===== config.mk =====
export PLATFORM = sky130hd
export DESIGN_NAME = shell_responder
export DESIGN_NICKNAME = d
export VERILOG_FILES = /design/src/rtl/shell_responder.sv
export SDC_FILE = /design/constraint.sdc
export NUM_CORES = 1
export LEC_CHECK = 0
export CAP_MARGIN = 20
export CORE_MARGIN = 2
export CORE_UTILIZATION = 63
export CTS_BUF_LIST = sky130_fd_sc_hd__clkbuf_8
export CTS_CLUSTER_DIAMETER = 120
export DETAILED_ROUTE_END_ITERATION = 12
export HOLD_SLACK_MARGIN = 0.12
export PLACE_DENSITY = 0.86
export SETUP_SLACK_MARGIN = 0.1
export SYNTH_ARGS = -nofsm -noshare
export SYNTH_HDL_FRONTEND = slang
export SYNTH_SLANG_ARGS = --single-unit

===== constraint.sdc =====
create_clock -name clk -period 7.2 [get_ports clk]
set_clock_uncertainty 0.05 [all_clocks]
set_input_delay 1.44 -clock clk [delete_from_list [all_inputs] [get_ports clk]]
set_output_delay 1.44 -clock clk [all_outputs]
set_load 0.05 [all_outputs]

===== src/rtl/shell_responder.sv =====
// Shell command responder: takes a decoded command on the rising edge of enter_flag and
// streams the ASCII reply (fixed strings, LED acknowledgements, or a decimal Fibonacci number).
module shell_responder #(
  parameter int PROG_TYPE_WIDTH = 3,
  parameter int MAX_FIB         = 24,
  parameter logic [PROG_TYPE_WIDTH-1:0] PROG_FIB     = 0,
  parameter logic [PROG_TYPE_WIDTH-1:0] PROG_HELLO   = 1,
  parameter logic [PROG_TYPE_WIDTH-1:0] PROG_LED_ON  = 2,
  parameter logic [PROG_TYPE_WIDTH-1:0] PROG_LED_OFF = 3,
  parameter logic [PROG_TYPE_WIDTH-1:0] PROG_UNKNOWN = 4
) (
  input  logic                       clk,
  input  logic                       clr,
  input  logic                       enter_flag,
  input  logic [PROG_TYPE_WIDTH-1:0] prog_type,
  input  logic [7:0]                 argu,
  output logic [7:0]                 out_ascii,
  output logic                       out_valid,
  input  logic                       out_ready,
  output logic                       busy,
  output logic [9:0]                 led
);

  localparam logic [1:0] S_IDLE = 2'd0;
  localparam logic [1:0] S_FIB  = 2'd1;
  localparam logic [1:0] S_BCD  = 2'd2;
  localparam logic [1:0] S_SEND = 2'd3;

  localparam logic [2:0] STR_HELLO = 3'd0;
  localparam logic [2:0] STR_UNK   = 3'd1;
  localparam logic [2:0] STR_OK    = 3'd2;
  localparam logic [2:0] STR_BAD   = 3'd3;
  localparam logic [2:0] STR_OVF   = 3'd4;
  localparam logic [2:0] STR_FIB   = 3'd5;

  localparam logic [7:0] MAX_FIB_L = 8'(MAX_FIB);
  localparam logic [7:0] LF        = 8'h0A;

  // Each reply is 0-terminated and zero-padded to a common 13-byte slot.
  localparam logic [103:0] T_HELLO = {"hello world", 8'h0A, 8'h00};
  localparam logic [103:0] T_UNK   = {"unknown cmd", 8'h0A, 8'h00};
  localparam logic [103:0] T_OK    = {"ok", 8'h0A, 8'h00, 72'h0};
  localparam logic [103:0] T_BAD   = {"bad led", 8'h0A, 8'h00, 32'h0};
  localparam logic [103:0] T_OVF   = {"overflow", 8'h0A, 8'h00, 24'h0};

  function automatic logic [7:0] str_char(input logic [2:0] sel, input logic [3:0] idx);
    logic [103:0] t;
    case (sel)
      STR_HELLO: t = T_HELLO;
      STR_UNK:   t = T_UNK;
      STR_OK:    t = T_OK;
      STR_BAD:   t = T_BAD;
      default:   t = T_OVF;
    endcase
    if (idx > 4'd12) str_char = 8'h00;
    else             str_char = t[8*(12 - int'(idx)) +: 8];
  endfunction

  function automatic logic [15:0] pow10(input logic [2:0] p);
    case (p)
      3'd0:    pow10 = 16'd10000;
      3'd1:    pow10 = 16'd1000;
      3'd2:    pow10 = 16'd100;
      3'd3:    pow10 = 16'd10;
      default: pow10 = 16'd1;
    endcase
  endfunction

  logic [1:0]      state_q, state_d;
  logic            en_q, armed_q;
  logic [9:0]      led_q;
  logic [15:0]     a_q, b_q, rem_q;
  logic [7:0]      cnt_q;
  logic [2:0]      place_q;
  logic [4:0][3:0] dig_q;
  logic [2:0]      sel_q;
  logic [3:0]      ptr_q;
  logic [7:0]      ascii_q;
  logic            valid_q;
  logic            start;
  logic [2:0]      first_nz;
  logic [7:0]      cur_char;

  assign start = armed_q && enter_flag && !en_q && (state_q == S_IDLE);

  // Most-significant nonzero digit; falls back to the units place so zero prints as "0".
  always_comb begin
    first_nz = 3'd4;
    for (int i = 4; i >= 0; i--) begin
      if (dig_q[i] != 4'd0) first_nz = 3'(i);
    end
  end

  always_comb begin
    if (sel_q == STR_FIB) cur_char = (ptr_q < 4'd5) ? {4'h3, dig_q[ptr_q[2:0]]} : LF;
    else                  cur_char = str_char(sel_q, ptr_q);
  end

  always_comb begin
    state_d = state_q;
    case (state_q)
      S_IDLE: begin
        if (start) begin
          if (prog_type == PROG_FIB && argu <= MAX_FIB_L) state_d = S_FIB;
          else                                            state_d = S_SEND;
        end
      end
      S_FIB:  if (cnt_q == 8'd0) state_d = S_BCD;
      S_BCD:  if (rem_q < pow10(place_q) && place_q == 3'd4) state_d = S_SEND;
      default: if (valid_q && out_ready && ascii_q == LF) state_d = S_IDLE;
    endcase
  end

  always_ff @(posedge clk) begin
    if (clr) begin
      state_q <= S_IDLE;
      en_q    <= 1'b0;
      armed_q <= 1'b0;
      led_q   <= 10'b0;
      valid_q <= 1'b0;
      ascii_q <= 8'h00;
      sel_q   <= STR_HELLO;
      cnt_q   <= 8'd0;
      ptr_q   <= 4'd0;
    end else begin
      state_q <= state_d;
      en_q    <= enter_flag;
      // A level already high out of reset must drop before it can count as an Enter.
      if (!enter_flag) armed_q <= 1'b1;
      case (state_q)
        S_IDLE: begin
          if (start) begin
            ptr_q <= 4'd0;
            cnt_q <= argu;
            case (prog_type)
              PROG_HELLO: sel_q <= STR_HELLO;
              PROG_LED_ON: begin
                if (argu <= 8'd9) begin
                  led_q[argu[3:0]] <= 1'b1;
                  sel_q <= STR_OK;
                end else sel_q <= STR_BAD;
              end
              PROG_LED_OFF: begin
                if (argu <= 8'd9) begin
                  led_q[argu[3:0]] <= 1'b0;
                  sel_q <= STR_OK;
                end else sel_q <= STR_BAD;
              end
              PROG_FIB: begin
                if (argu > MAX_FIB_L) sel_q <= STR_OVF;
                else begin
                  sel_q <= STR_FIB;
                  a_q   <= 16'd0;
                  b_q   <= 16'd1;
                end
              end
              default: sel_q <= STR_UNK;
            endcase
          end
        end
        S_FIB: begin
          if (cnt_q == 8'd0) begin
            rem_q   <= a_q;
            place_q <= 3'd0;
            dig_q   <= '0;
          end else begin
            a_q   <= b_q;
            b_q   <= a_q + b_q;
            cnt_q <= cnt_q - 8'd1;
          end
        end
        S_BCD: begin
          if (rem_q >= pow10(place_q)) begin
            rem_q          <= rem_q - pow10(place_q);
            dig_q[place_q] <= dig_q[place_q] + 4'd1;
          end else if (place_q == 3'd4) begin
            ptr_q <= {1'b0, first_nz};
          end else begin
            place_q <= place_q + 3'd1;
          end
        end
        default: begin
          if (!valid_q) begin
            ascii_q <= cur_char;
            valid_q <= 1'b1;
            ptr_q   <= ptr_q + 4'd1;
          end else if (out_ready) begin
            if (ascii_q == LF) begin
              valid_q <= 1'b0;
            end else begin
              ascii_q <= cur_char;
              ptr_q   <= ptr_q + 4'd1;
            end
          end
        end
      endcase
    end
  end

  assign out_ascii = ascii_q;
  assign out_valid = valid_q;
  assign busy      = (state_q != S_IDLE);
  assign led       = led_q;

endmodule

==> results.json <==
{
  "final_core_util": 0.693,
  "synth.net_count": 900,
  "fp.dieArea_sq_mm": 0.0129,
  "yosys.area.top_type": "edfxtp_1",
  "commonest_cells_in_the_netlist": "nor2_1 (89), nand2_1 (72), edfxtp_1 (71), a21oi_1 (53), o21ai_0 (43)",
  "timing.critical_path.max_delay_family": "simple AND/OR/NAND/NOR gates",
  "drc_violations_left": 0,
  "ys_seq_area_frac": 0.379,
  "path_clk_slew_ns": 0.10,
  "final_critical_path_setup_slack_ns": 3.14,
  "die-height_um": 114,
  "largest_net_degree_at_the_start_of_global_routing": 43,
  "async_flop_share": 0,
  "min_period_over_period": 0.564,
  "finalWorstPathRequiredPeriod_ns": 4.06,
  "status": "complete, no violations",
  "core_region_area_sq_mm": 0.0119,
  "synth_top_flop_cell": "edfxtp_1",
  "endpoint_kind": "register",
  "antenna_left": 0,
  "p_leak_nw": 2.98,
  "routed_wl_um": 18400,
  "cts_buffer_depth": 2,
  "timing.critical_path.required_ns": 7.25,
  "antenna_found_initial": 0,
  "design.portCount": 35,
  "post-cts-setup-buffer-count": 0,
  "drv_slew": 0,
  "setup_viol": 0,
  "die_w_um": 114,
  "drt-wirelength-per-cell_um": 18.4,
  "clock_tree_from_tritoncts": "built",
  "synthAdderAreaFrac": 0.0745,
  "final_total_negative_setup_slack_ns": 0,
  "holdCritPathClass": "register to register",
  "worstPathMaxFanout": 22,
  "fraction_of_final_layout_cells_with_drive_strength_greater_than_1": 0.0621,
  "nets": 908,
  "synth_edf_count": 71,
  "synth.most_common_cell": "nor2_1",
  "timing_worst_setup_path_type": "register to register",
  "start_kind": "register",
  "count_of_buffer_and_inverter_cells_on_the_critical_path": 2,
  "maxClockFrequency_ghz": 0.246,
  "initial_core_util": 0.640,
  "power-per-cell-area_mw_per_mm2": 340,
  "critical_path.max_stage_delay_ns": 0.81,
  "synth.area.mux_share": 0.0529,
  "placementRows": 40,
  "dp_hpwl_um": 13100,
  "synthesis.area_per_instance_sq_um": 9.02,
  "cp_data_arrival_time_ns": 4.11,
  "cells_along_the_critical_path": "inv_1 > ha_1 > nand2_1 > ha_1 > nand3_1 > or4_1 > a211oi_2 > nor3_1 > a21boi_4 > buf_16",
  "timing.critical_path.mode_cell": "ha_1",
  "vias": 6553,
  "clock_latency_ns": 0.40,
  "reg2reg_setup_slack_ns": 3.14,
  "finalWeightedCongestion": 0.960,
  "final_area_sq_mm": 0.00822,
  "diodes": 0,
  "grtUsageTotal": 0.290,
  "slew-limit-headroom": 0.452,
  "cts-buffers-inserted": 9,
  "grt-ovfl-total": 0,
  "cts_root_buf": "clkbuf_8",
  "synth_cells": 841,
  "critical_path.slowest_cell": "edfxtp_1",
  "grt_pass1_wl_um": 30200,
  "finalHoldViolCount": 0,
  "drt_iter0_drc": 712,
  "worst_hold_slack_ns": 0.433,
  "syn2layout_area_growth_pct": 8.33,
  "synth_top_area_frac": 0.281,
  "clock_sinks": 108,
  "ys.warnings.count": 0,
  "netlist-cell-type-count": 81,
  "post_cts.resized_instances": 0,
  "port_buffers": 33,
  "summed_instance_area_of_the_synthesized_netlist_sq_mm": 0.00759,
  "unrepaired_setup_endpoints_after_global_routing": "no",
  "dpl_cell_area_sq_mm": 0.00799,
  "max_cap_violations": 0,
  "cts-hold-fix-buffers": 0,
  "synth_seq_cells": 108,
  "detail_route.vias_per_cell": 6.55,
  "synth_compound_gate_area_share": 0.210,
  "tightestPinTransition_ns": 0.816,
  "via_count_of_the_first_global_routing_pass": 6297,
  "first_pass_iters": 5,
  "post_synthesis_simple_gate_area_fraction": 0.213,
  "largest_family_of_logic_cells_by_synthesized_area": "simple AND/OR/NAND/NOR gates",
  "cts_htree_levels": 3,
  "dpl_worst_slack_ns": 2.87,
  "worst_ir_drop_vdd_v": 0.000193,
  "ys_top_cells_by_area": "edfxtp_1 (28%), dfxtp_1 (9.8%), ha_1 (6.9%), nor2_1 (4.4%), nand2_1 (3.6%)",
  "synth_xor_area_frac": 0.0323
}
-- final timing paths --
| path | end | from | cells past startpoint |
|---|---|---|---|
| hold reg to reg | led[4] | led[4] | 2 |
| hold / removal | led[4] | led[4] | 2 |
| setup reg to reg | rem_q[7] | place_q[0] | 10 |
| setup / recovery | rem_q[7] | place_q[0] | 10 |
-- per-stage QoR --
stage	std cells	power [mW]
6_report	1001	2.79
5_1_grt	1001	2.98
4_1_cts	1000	2.76
3_5_place_dp	984	2.37
3_3_place_gp	984	2.29
2_1_floorplan	841	2.03
-- per-layer routing --
layer | track usage | vias up | wire [um]
li1 | - | 3146 | -
met1 | 0.386 | 3097 | 7750
met5 | 0 | - | 0
met4 | 0.134 | 0 | 637
met2 | 0.474 | 255 | 9100
met3 | 0.0404 | 55 | 949
-- worst register-to-register path: cells and delay by family, from the launching register on --
family	cells	cell delay [ns]
flops	1	0.81
buf+inv	2	0.47
simple gates	4	1.05
fa+ha+maj	2	0.52
compound gates	2	0.86
-- cells by family (layout without fill, tap and decap cells) --
| group | Yosys count | count (layout) |
|---|---|---|
| and+or+nand+nor | 316 | 316 |
| muxes | 34 | 34 |
| other | 1 | 1 |
| xor gates and xnor gates | 28 | 28 |
| buffers and inverters | 74 | 87 |
| adders and majority gates | 44 | 44 |
| DFF | 108 | 108 |
| AOI/OAI and AO/OA | 236 | 236 |
-- layout by cell type (no fill, tap or decap), drive strengths merged, types with 4 or more instances in the layout --
cell type / instances
a31oi: 14
xor2: 8
clkbuf: 10
o31ai: 6
xnor2: 20
nand4: 6
buf: 6
o21a: 8
nand3b: 9
mux2i: 21
a211o: 9
clkdlybuf4s50: 33
inv: 33
o21bai: 4
nand3: 28
o211ai: 11
nor4: 8
mux4: 4
mux2: 9
or3: 6
nand2b: 10
and2: 23
nor3: 23
a221oi: 8
a21oi: 53
o22ai: 8
a22oi: 5
ha: 42
dfxtp: 37
o21ai: 45
a21o: 10
nor2: 89
edfxtp: 71
a211oi: 19
nor2b: 18
nand2: 72
-- report_power, final --
group	internal [mW]	switching, mW
sequential	0.821	0.121
clock	0.170	0.214
combinational	0.560	0.908
-- flip-flops by register name (all words and copies together), names as in the netlist --
signal     count
dig_q         20
a_q           16
b_q           16
rem_q         16
led           10
cnt_q          8
out_ascii      7
ptr_q          4
place_q        3
sel_q          3
state_q        2
armed_q        1
en_q           1
out_valid      1
-- final cells by class --
class,instances,area (sq um)
timing repair buffer,39,395
clock inverter,6,63.8
sequential,108,2870
clock buffer,10,138
multi-input combinational,659,4450
fill,923,3640
tap,147,184
inverter,32,120
Note: power is estimated with default switching activity, not from simulation.
